$ cat src/rtl/perm_shuffle_seq.sv
`default_nettype none
// ============================================================================
// Module : perm_shuffle_seq
// Shuffle sequencer: identity init, ROUNDS LFSR-chosen permutation steps,
// then streams the 16 resulting nibbles over a valid/ready port.
// Rev    : 1.0  initial release
// ============================================================================
module perm_shuffle_seq #(
  parameter int unsigned ROUNDS    = 8,
  parameter logic [15:0] LFSR_SEED = 16'hACE1
) (
  input  logic        clk,
  input  logic        rst,
  input  logic        start,
  input  logic        seed_load,
  input  logic [15:0] seed_in,
  output logic        perm_init,
  output logic        perm_step,
  output logic [2:0]  perm_sel,
  input  logic [63:0] seq_all,
  output logic        busy,
  output logic        out_valid,
  input  logic        out_ready,
  output logic [3:0]  out_data,
  output logic        out_last,
  output logic        done
);

  typedef enum logic [1:0] {
    IDLE    = 2'd0,
    INIT    = 2'd1,
    SHUFFLE = 2'd2,
    EMIT    = 2'd3
  } state_t;

  localparam logic [7:0] LAST_ROUND = 8'(ROUNDS - 1);

  state_t      state;
  logic [15:0] lfsr;
  logic [3:0]  idx;
  logic [7:0]  round_cnt;
  logic        done_q;

  logic [15:0] lfsr_next;
  logic [15:0] seed_eff;

  // x^16+x^14+x^13+x^11+1, shifting left with feedback into bit 0
  assign lfsr_next = {lfsr[14:0], lfsr[15] ^ lfsr[13] ^ lfsr[12] ^ lfsr[10]};
  // A zero seed would lock the LFSR, so it is replaced by the default seed
  assign seed_eff  = (seed_in == 16'd0) ? LFSR_SEED : seed_in;

  always_ff @(posedge clk or posedge rst) begin
    if (rst) begin
      state     <= IDLE;
      lfsr      <= LFSR_SEED;
      idx       <= 4'd0;
      round_cnt <= 8'd0;
      done_q    <= 1'b0;
    end else begin
      done_q <= 1'b0;
      case (state)
        IDLE: begin
          if (seed_load) lfsr <= seed_eff;
          if (start) state <= INIT;
        end
        INIT: begin
          round_cnt <= 8'd0;
          state     <= SHUFFLE;
        end
        SHUFFLE: begin
          lfsr      <= lfsr_next;
          round_cnt <= round_cnt + 8'd1;
          if (round_cnt == LAST_ROUND) begin
            idx   <= 4'd0;
            state <= EMIT;
          end
        end
        EMIT: begin
          if (out_ready) begin
            idx <= idx + 4'd1;
            if (idx == 4'd15) begin
              state  <= IDLE;
              done_q <= 1'b1;
            end
          end
        end
        default: state <= IDLE;
      endcase
    end
  end

  assign busy      = (state != IDLE);
  assign perm_init = (state == INIT);
  assign perm_step = (state == SHUFFLE);
  assign perm_sel  = perm_step ? lfsr[2:0] : 3'd0;
  assign out_valid = (state == EMIT);
  assign out_data  = out_valid ? seq_all[{idx, 2'b00} +: 4] : 4'd0;
  assign out_last  = out_valid && (idx == 4'd15);
  assign done      = done_q;

endmodule
`default_nettype wire

$ cat config.mk
export PLATFORM = sky130hd
export DESIGN_NAME = perm_shuffle_seq
export DESIGN_NICKNAME = d
export VERILOG_FILES = /design/src/rtl/perm_shuffle_seq.sv
export SDC_FILE = /design/constraint.sdc
export NUM_CORES = 1
export LEC_CHECK = 0
export ABC_AREA = 1
export ABC_CLOCK_PERIOD_IN_PS = 1400
export BUFFER_PORTS_ARGS = -buffer_cell sky130_fd_sc_hd__buf_2
export CORE_MARGIN = 5
export CORE_UTILIZATION = 35
export CTS_BUF_LIST = sky130_fd_sc_hd__clkbuf_8
export DETAILED_ROUTE_END_ITERATION = 16
export HOLD_SLACK_MARGIN = 0.05
export PLACE_DENSITY = 0.65
export SLEW_MARGIN = 20
export SYNTH_ARGS = -nofsm -noshare
export SYNTH_HDL_FRONTEND = slang
export SYNTH_SLANG_ARGS = --single-unit
$ cat constraint.sdc
create_clock -name clk -period 1.4 [get_ports clk]
set_input_delay 0 -clock clk [delete_from_list [all_inputs] [get_ports clk]]
set_output_delay 0 -clock clk [all_outputs]
set_load 0.01 [all_outputs]
Word-level counts from Yosys, hierarchy flattened
Index checks and enable logic that the tools add are counted.
- word-level logic and storage cells: 48
- input port bits: 85
- ROM bits: 0
- flip-flop bits (word level): 31
- memories: 0
- output and inout bits: 13
- RAM bits: 0
- latch bits: 0
- multiplexer cells: 17
- magnitude comparators: 0
- equality and inequality tests: 10
- $mul: 0
- shift-type cells: 1
- div/mod/pow operators: 0
- $add $sub $neg: 2
- bitwise operators: 3
- reduce and logical (&&, ||, !) cells: 10
- operators by type and width (cell ; count):
    variable part select 64 x 7 -> 4 bit ; 1
    two-way mux 16 bit ; 2
    case mux 16 bit (2 select lines) ; 1
    zero test 16 bit ; 1
    case mux 8 bit (2 select lines) ; 1
    two-way mux 4 bit ; 3
    adder 8 x 1 -> 8 bit, second input constant ; 1
    equality test 8 x 3 -> 1 bit, second input constant ; 1
    two-way mux 2 bit ; 4
    case mux 2 bit (4 select lines) ; 1
    case mux 4 bit (2 select lines) ; 1
    nonzero test 2 bit ; 4
    != test 2 x 1 -> 1 bit, second input constant ; 3
    adder 4 x 1 -> 4 bit, second input constant ; 1
    equality test 2 bit, second input constant ; 2
    equality test 4 bit, second input constant ; 1
    != test 2 bit, second input constant ; 2
    AND reduction 4 bit ; 1
    two-way mux 1 bit ; 3
    two-way mux 3 bit ; 1
    AND reduction 3 bit ; 1
    XOR 1 bit ; 3
    equality test 2 x 1 -> 1 bit, second input constant ; 1
    zero test 2 bit ; 1
    2 further kinds ; 2

Logic depth before layout (Yosys ltp)
Gate-level depths: netlist of the first run.
- depth after elaboration: 4
- gate-level depth with buffers: 10
- mapped depth without buffers: 8

Least setup slack after synthesis of the first run
OpenSTA, ideal clock, no wires.
- kind: flip-flop to flip-flop
- from: reg state[0]
- to: reg lfsr[12]
- cell stages (with the launch flop): 8
- required time: 1.270 ns
- setup time: 0.130 ns
- path slack: -0.075 ns
- period minus slack after synthesis: 1.475 ns
- data arrival time: 1.345 ns
- path buffers: 2
- cells stage by stage: dfrtp_1 inv_1 ha_1 inv_1 buf_2 buf_2 o211ai_1 o21ai_0
- cells in the longest elaborated chain, start to end: 3
- elaborated cells on any way between the ends: 6
- classes of those cells: eq/ne: 2; mux: 1; reduce/logical: 3
- RTL lines (what ; line ; source):
    from (decl) ; 38 ; state_t state;
    from (signal assigned) ; 54 ; state <= IDLE;
    from (signal assigned) ; 64 ; if (start) state <= INIT;
    from (signal assigned) ; 68 ; state <= SHUFFLE;
    equality test 2 bit (*) ; n/a ;
    via perm_step ; 18 ; output logic perm_step,
    nonzero test 2 bit (no line) ; n/a ;
    AND reduction 2 bit (no line) ; n/a ;
    to (signal assigned) ; 71 ; lfsr <= lfsr_next;
    to (decl) ; 39 ; logic [15:0] lfsr;
Mark *: on every way through the listed nets, which the timed path passes. The rest lies on a longest branch.
A chain may end at the register's enable or synchronous reset.

Final worst setup path of the first run
- from: reg idx[0]
- to: out out_data[2]
- cells in the longest elaborated chain, start to end: 2
- RTL lines (what ; line ; source):
    from (decl) ; 40 ; logic [3:0] idx;
    from (signal assigned) ; 80 ; idx <= idx + 4'd1;
    variable part select 64 x 7 -> 4 bit ; 97 ; assign out_data = out_valid ? seq_all[{idx, 2'b00} +: 4] : 4'd0;
    two-way mux 4 bit ; 97 ;
    to (decl) ; 24 ; output logic [3:0] out_data,
No other way between the ends.

==> reports/qor.csv, run 1 <==
metric,value,unit
cp.depth,9,
grt_pass1_vias,2866,
synth_top_area_cell,nand2_1,
area_delta_synth_final,53.3,%
path_class,reg2out,
cts.path.max_buffers,2,
cellLeakagePower,0.00222,uW
grt_pass1_wl,12400,um
crit_chain,"buf_12, nand2_1, nand3_1, nand2_1, nand2_1, nand2_1, inv_1, a21oi_1, buf_2",
crit_start,idx[0]$_DFFE_PP0P_,
die_h,96.7,um
nets,665,
end_kind,primary output,
detail-route-antenna-nets,0,
synth_top_area_share,23.4,%
reg2reg_depth,9,
seq_area,787,um^2
rsz0062_at_grt,true,
clkSlewWorstSetupHoldPaths,0.07,ns
portBuffers,97,
critical_path.slowest_cell,dfrtp_2,
track_usage,15.4,%
synth_nets,528,
avgRoutedWirePerCell,11.9,um
start_util,36.1,%
hold_class,in2reg,
multiInputGateArea,1670,um^2
fmax,633,MHz
die-area,9350,um^2
worst_path_largest_cell_delay,0.44,ns
overflow,0,
dp_hpwl,5520,um
routed_wl,8040,um
fin_tns_setup,-1.85,ns
drive_gt1_share,37.3,%
dp_slack,-0.0731,ns
post-route-drc-count,0,
status,"finished, violations left",
rrSetupSlack,-0.13,ns
timing.hold.ws,0.0699,ns
syn_area,2630,um^2
synth_area_leaders,"nand2_1, dfrtp_1, inv_1",
clkSinkCount,31,
fillers,705,
gp_congestion,0.871,
ys_ff_latch,31,
core,7290,um^2
clkLatencyLatePin,0.29,ns
crit_path_frequent_cell,nand2_1,
worstPathRequired,1.40,ns
htree_num_levels,2,
cp_num_buf_inv,3,
maxCapViolCount,0,
r2r-end,lfsr[13]$_DFFE_PP1P_,
pin_count,98,
cp_top_family,flip-flops,
grt_max_degree,34,
p_total,6810,uW
worst-slew-pin-transition,0.405,ns
setup_viol,22,
period_share,113,%
yosysSeqAreaShare,29.9,%
avgViaCountPerCell,4.57,
fin_crit,1.58,ns
reg2reg_from,state[0]$_DFFE_PP0P_,
layout_setup_ws,-0.180,ns
max_slew_margin,73.0,%
violations,negative setup slack,
drt_iter0_drc,92,
numCtsBuffers,5,
die_x,96.7,um
peakVddDrop,1.40,mV
crit_end,out_data[2],
drv_slew,0,
hold_viol,0,
cts-root-buf,clkbuf_8,
power_density,1690,nW/um^2
worstPathMaxFanout,33,
yosysWarnings,0,
yosys.cell_types.count,28,
antenna_found_initial,0,
skew,0.00191,ns
row_count,31,
worst_setup_path_start_kind,flop,
syn_area_per_cell,6.03,um^2
cp.arrival,1.58,ns
cts_tree,done,
vias,3077,
final_util,55.3,%
dr.pass1.iters,4,
synth_cells,436,
diodes,0,
## area by class of cell
cell class	count	area share [%]
clock inverters	1	0.0931
clock buffers	7	2.39
flip-flops and latches	31	19.5
repair buffers	148	25.6
well taps	99	3.07
multi-input cells	306	41.3
inverters	81	7.98
## routing by layer
metal  global-route usage, %  up-vias  part of all wire, %
li1                        -     1604                    -
met1                    19.1     1355                   45
met2                    25.8       99                   47
met3                    3.88       19                  6.2
met4                    5.08        0                  2.1
met5                       0        -                    0
## cells by family (layout without fill, tap and decap cells)
logic type               count (synthesis)  after routing  synth area share (%)
AO/OA/AOI/OAI                           39             39                  7.71
XOR/XNOR                                 4              4                  1.33
adder cells (fa/ha/maj)                  7              7                  3.33
buffers and inverters                   99            237                  16.7
flip-flops                              31             31                  29.9
AND/OR/NAND/NOR                        256            256                  41.1
## timing repair
item / in CTS / in global routing
pin swaps: 2 / 20
endpoints found under the hold margin: 37 / 0
gates resized for setup: 23 / 84
buffers inserted: 3 / 8
endpoints found under the setup margin: 27 / 35
hold buffers: 15 / 0
cloned: 0 / 3
## through the flow
step,cells,cell area [um^2]
after floorplan,436,2640
after global placement,636,3300
after detailed placement,636,3300
after CTS,662,3660
after global routing,673,4030
final,673,4030
## power by group
group / switching (uW) / internal, uW
clock network: 351 / 441
registers: 230 / 1300
logic: 2400 / 2090
total: 2980 / 3830
## layout by cell type (no fill, tap or decap), types with 8 or more instances in the layout
master | netlist | final
buf_2 | 7 | 94
buf_4 | 3 | 19
buf_6 | 6 | 15
dfrtp_1 | 23 | 22
dfstp_2 | 8 | 8
dlygate4sd3_1 | 0 | 15
inv_1 | 77 | 69
nand2_1 | 164 | 152
nand2_2 | 2 | 11
nand3_1 | 48 | 45
nor2_1 | 24 | 19
o21ai_1 | 5 | 13
## Yosys cell counts, drive strengths merged
master    n
nor3      4
ha        7
o211ai    2
nand4     3
xnor2     2
inv      81
xor2      2
nand2b    1
nand2   166
nor3b     5
o21ai    22
dfrtp    23
nor2     26
clkbuf    2
or2       1
o22ai     2
nand3    50
buf      16
a21oi    13
dfstp     8
## registers in the layout, summed over array words and instances, names as in the netlist
register,cells
lfsr,16
round_cnt,8
idx,4
state,2
done,1
## worst min-delay path by stage
stage,from,end,slack (ns),cells after the start
final,seed_in[4],lfsr[4]$_DFFE_PP0P_,0.07,5
after global routing,seed_in[0],lfsr[0]$_DFFE_PP1P_,0.09,5
after CTS,seed_in[0],lfsr[0]$_DFFE_PP1P_,0.05,5
after detailed placement,rst,lfsr[9]$_DFFE_PP0P_,0.10,3
after global placement,rst,lfsr[14]$_DFFE_PP0P_,0.10,3
after floorplan,rst,done$_DFF_PP0_,0.1,1
## worst reg2reg max path, stage by stage (launching register included)
cell	delay [ns]
dfrtp_1	0.40
inv_2	0.12
ha_4	0.20
inv_6	0.06
o21ai_4	0.23
inv_4	0.09
buf_6	0.15
a21oi_2	0.12
nand2_1	0.07
nand2_1	0.05
Power figures use the tool's default switching activity.
==> run 2: changes to the inputs <==
--- a/config.mk
+++ b/config.mk
@@ -6,14 +6,14 @@
 export NUM_CORES = 1
 export LEC_CHECK = 0
 export ABC_AREA = 1
-export ABC_CLOCK_PERIOD_IN_PS = 1400
+export ABC_CLOCK_PERIOD_IN_PS = 1620
 export BUFFER_PORTS_ARGS = -buffer_cell sky130_fd_sc_hd__buf_2
 export CORE_MARGIN = 5
 export CORE_UTILIZATION = 35
 export CTS_BUF_LIST = sky130_fd_sc_hd__clkbuf_8
 export DETAILED_ROUTE_END_ITERATION = 16
 export HOLD_SLACK_MARGIN = 0.05
-export PLACE_DENSITY = 0.65
+export PLACE_DENSITY = 0.63
 export SLEW_MARGIN = 20
 export SYNTH_ARGS = -nofsm -noshare
 export SYNTH_HDL_FRONTEND = slang
==> constraint.sdc (replaced) <==
create_clock -name clk -period 1.62 [get_ports clk]
set_input_delay 0 -clock clk [delete_from_list [all_inputs] [get_ports clk]]
set_output_delay 0 -clock clk [all_outputs]
set_load 0.01 [all_outputs]
==> run 2 against run 1 <==
Against the previous run:
- the flow still finishes with violations (negative setup slack)
- clock skew up 0.0040 ns
- die area unchanged
- hold slack worse by 0.020 ns
- global-route usage down 0.40 points
- total power down 32%
- core utilization down 6.7 points
- sequential power down 14%
- first-iteration DRC count up 58%
- critical path type unchanged
==> reports/qor.csv, run 2 (synthesis gave the netlist of run 1 again) <==
metric,value,unit,change
status,"finished, violations left",,unchanged
violations,negative setup slack,,unchanged
largestRegisters,"lfsr (16), round_cnt (8), idx (4)",,unchanged
start_util,36.1,%,unchanged
final_util,48.6,%,was 55.3%
clkSinkCount,31,,unchanged
pwr-share-clk,13.2,%,was 11.6%
skew,0.00589,ns,was 0.00191 ns
dp_hpwl,5400,um,was 5520 um
drt_iter0_drc,145,,was 92
avgViaCountPerCell,4.49,,was 4.57
worst_path_largest_cell_delay,0.47,ns,was 0.44 ns
worstPathMaxFanout,12,,was 33
layout.cells.non_filler,652,,was 673
swShare,44.7,%,was 43.8%
row_count,31,,unchanged
end_kind,primary output,,unchanged
combinationalPowerShare,58.4,%,was 66.0%
detail-route-antenna-nets,0,,unchanged
layout_common_cells,"nand2_1, buf_2, inv_1",,unchanged
nets,644,,was 665
drv_slew,0,,unchanged
die_h,96.7,um,unchanged
grt_pass1_wl,12300,um,was 12400 um
setup_viol,1,,was 22
grt_max_degree,34,,unchanged
overflow,0,,unchanged
cts-root-buf,clkbuf_8,,unchanged
largest_reg_flops,16,,unchanged
dr.pass1.iters,4,,unchanged
cts_tree,done,,unchanged
crit_path_frequent_cell,nand2_1,,unchanged
diodes,0,,unchanged
timing.hold.ws,0.0499,ns,was 0.0699 ns
pwr-share-seq,28.4,%,was 22.4%
cellLeakagePower,0.00202,uW,was 0.00222 uW
max_slew_margin,73.5,%,was 73.0%
cts.path.max_buffers,2,,unchanged
dp_slack,-0.0269,ns,was -0.0731 ns
switchingPower,2090,uW,was 2980 uW
hold_class,in2reg,,unchanged
rsz0062_at_grt,true,,unchanged
critical_path.slowest_cell,dfrtp_2,,unchanged
layout_setup_ws,-0.0186,ns,was -0.180 ns
layout_commonest_cell,nand2_1,,unchanged
drive_gt1_share,27.3,%,was 37.3%
fin_crit,1.64,ns,
track_usage,15.0,%,was 15.4%
cp.arrival,1.64,ns,was 1.58 ns
clkLatencyLatePin,0.28,ns,was 0.29 ns
maxCapViolCount,0,,unchanged
htree_num_levels,2,,unchanged
post-route-drc-count,0,,unchanged
top_register,lfsr,,unchanged
area_delta_synth_final,34.7,%,was 53.3%
hold_viol,0,,unchanged
gp_congestion,0.881,,was 0.871
worst_setup_path_start_kind,flop,,unchanged
portBuffers,97,,unchanged
clkSlewWorstSetupHoldPaths,0.06,ns,was 0.07 ns
antenna_found_initial,0,,unchanged
dp_cells,624,,was 636
vias,2930,,was 3077
die-area,9350,um^2,unchanged
worstPathRequired,1.62,ns,was 1.40 ns
pin_count,98,,unchanged
core,7290,um^2,unchanged
routed_wl,7150,um,was 8040 um
period_share,101,%,
intPower,2580,uW,was 3830 uW
crit_chain,"buf_4, nand2_1, nand3_1, nand2_1, nand2_1, nand2_1, inv_1, a21oi_1, buf_2",,"was buf_12, nand2_1, nand3_1, nand2_1, nand2_1, nand2_1, inv_1, a21oi_1, buf_2"
avgRoutedWirePerCell,11.0,um,was 11.9 um
power_density,1320,nW/um^2,was 1690 nW/um^2
path_class,reg2out,,unchanged
die_x,96.7,um,unchanged
fin_tns_setup,-0.0186,ns,was -1.85 ns
worst-slew-pin-transition,0.397,ns,was 0.405 ns
peakVddDrop,0.892,mV,was 1.40 mV
numCtsBuffers,5,,unchanged
fmax,610,MHz,
grt_pass1_vias,2823,,was 2866
[run 2: changes by cell type in the layout (fill, tap and decap cells not counted), sizes merged]
cell	change
dlygate4sd3	-2
clkinv	+1
clkbuf	-2
clkinvlp	+3
buf	-20
inv	-1
[run 2: layout make-up]
| class | instances | area, um^2 |
|---|---|---|
| timing repair buffer | 125 | 748 |
| inverter | 81 | 318 |
| timing repair inverter | 2 | 15.0 |
| tap | 99 | 124 |
| clock inverter | 2 | 8.76 |
| sequential | 31 | 790 |
| multi-input combinational | 306 | 1460 |
| clock buffer | 6 | 82.6 |
| fill | 783 | 3750 |
[run 2: worst paths after layout]
path / slack [ns] / to / startpoint / depth (start not counted)
min in group asynchronous: 0.34 / round_cnt[4]$_DFFE_PP0P_ / rst / 4
max reg2reg: 0.07 / idx[0]$_DFFE_PP0P_ / state[1]$_DFFE_PP0P_ / 7
max: -0.02 / out_data[0] / idx[0]$_DFFE_PP0P_ / 9
min: 0.05 / lfsr[0]$_DFFE_PP1P_ / seed_in[0] / 5
min reg2reg: 0.47 / lfsr[5]$_DFFE_PP1P_ / lfsr[5]$_DFFE_PP1P_ / 2
max in group asynchronous: 0.96 / lfsr[13]$_DFFE_PP1P_ / rst / 4
[run 2: power by group through the flow]
stage	clock network (uW)	logic, uW	registers [uW]
3_5_place_dp	0	2390	1300
4_1_cts	637	2610	1310
3_3_place_gp	0	2350	1300
6_report	617	2720	1320
2_1_floorplan	0	1780	1250
5_1_grt	664	3080	1360
[run 2: repair_timing]
| action | 4_1_cts | 5_1_grt |
|---|---|---|
| cloned | 2 | 0 |
| setup buffers | 4 | 1 |
| endpoints found under the setup margin | 12 | 27 |
| hold buffers | 13 | 0 |
| hold endpoints to repair | 35 | 0 |
| resized for setup | 14 | 9 |
| pin swaps | 1 | 1 |
[run 2: per-layer routing]
layer,GRT usage (%),wire length [um],vias to the layer above
met4,2.48,40,0
met5,0,0,-
met3,3.60,381,4
li1,-,-,1562
met1,19.3,3450,1296
met2,25.7,3280,68
[run 2: worst max-delay path: cells and delay by family (launching register included)]
family                 cells  cell delay [ns]
flip-flops                 1             0.47
AO/OA/AOI/OAI              1             0.16
AND/OR/NAND/NOR            5             0.33
buffers and inverters      3             0.39
[run 2: through the flow]
step,power [uW],area [um^2]
global placement,3650,3190
detailed placement,3690,3190
CTS,4550,3500
global route,5100,3540
floorplan,3030,2630
finish,4660,3540
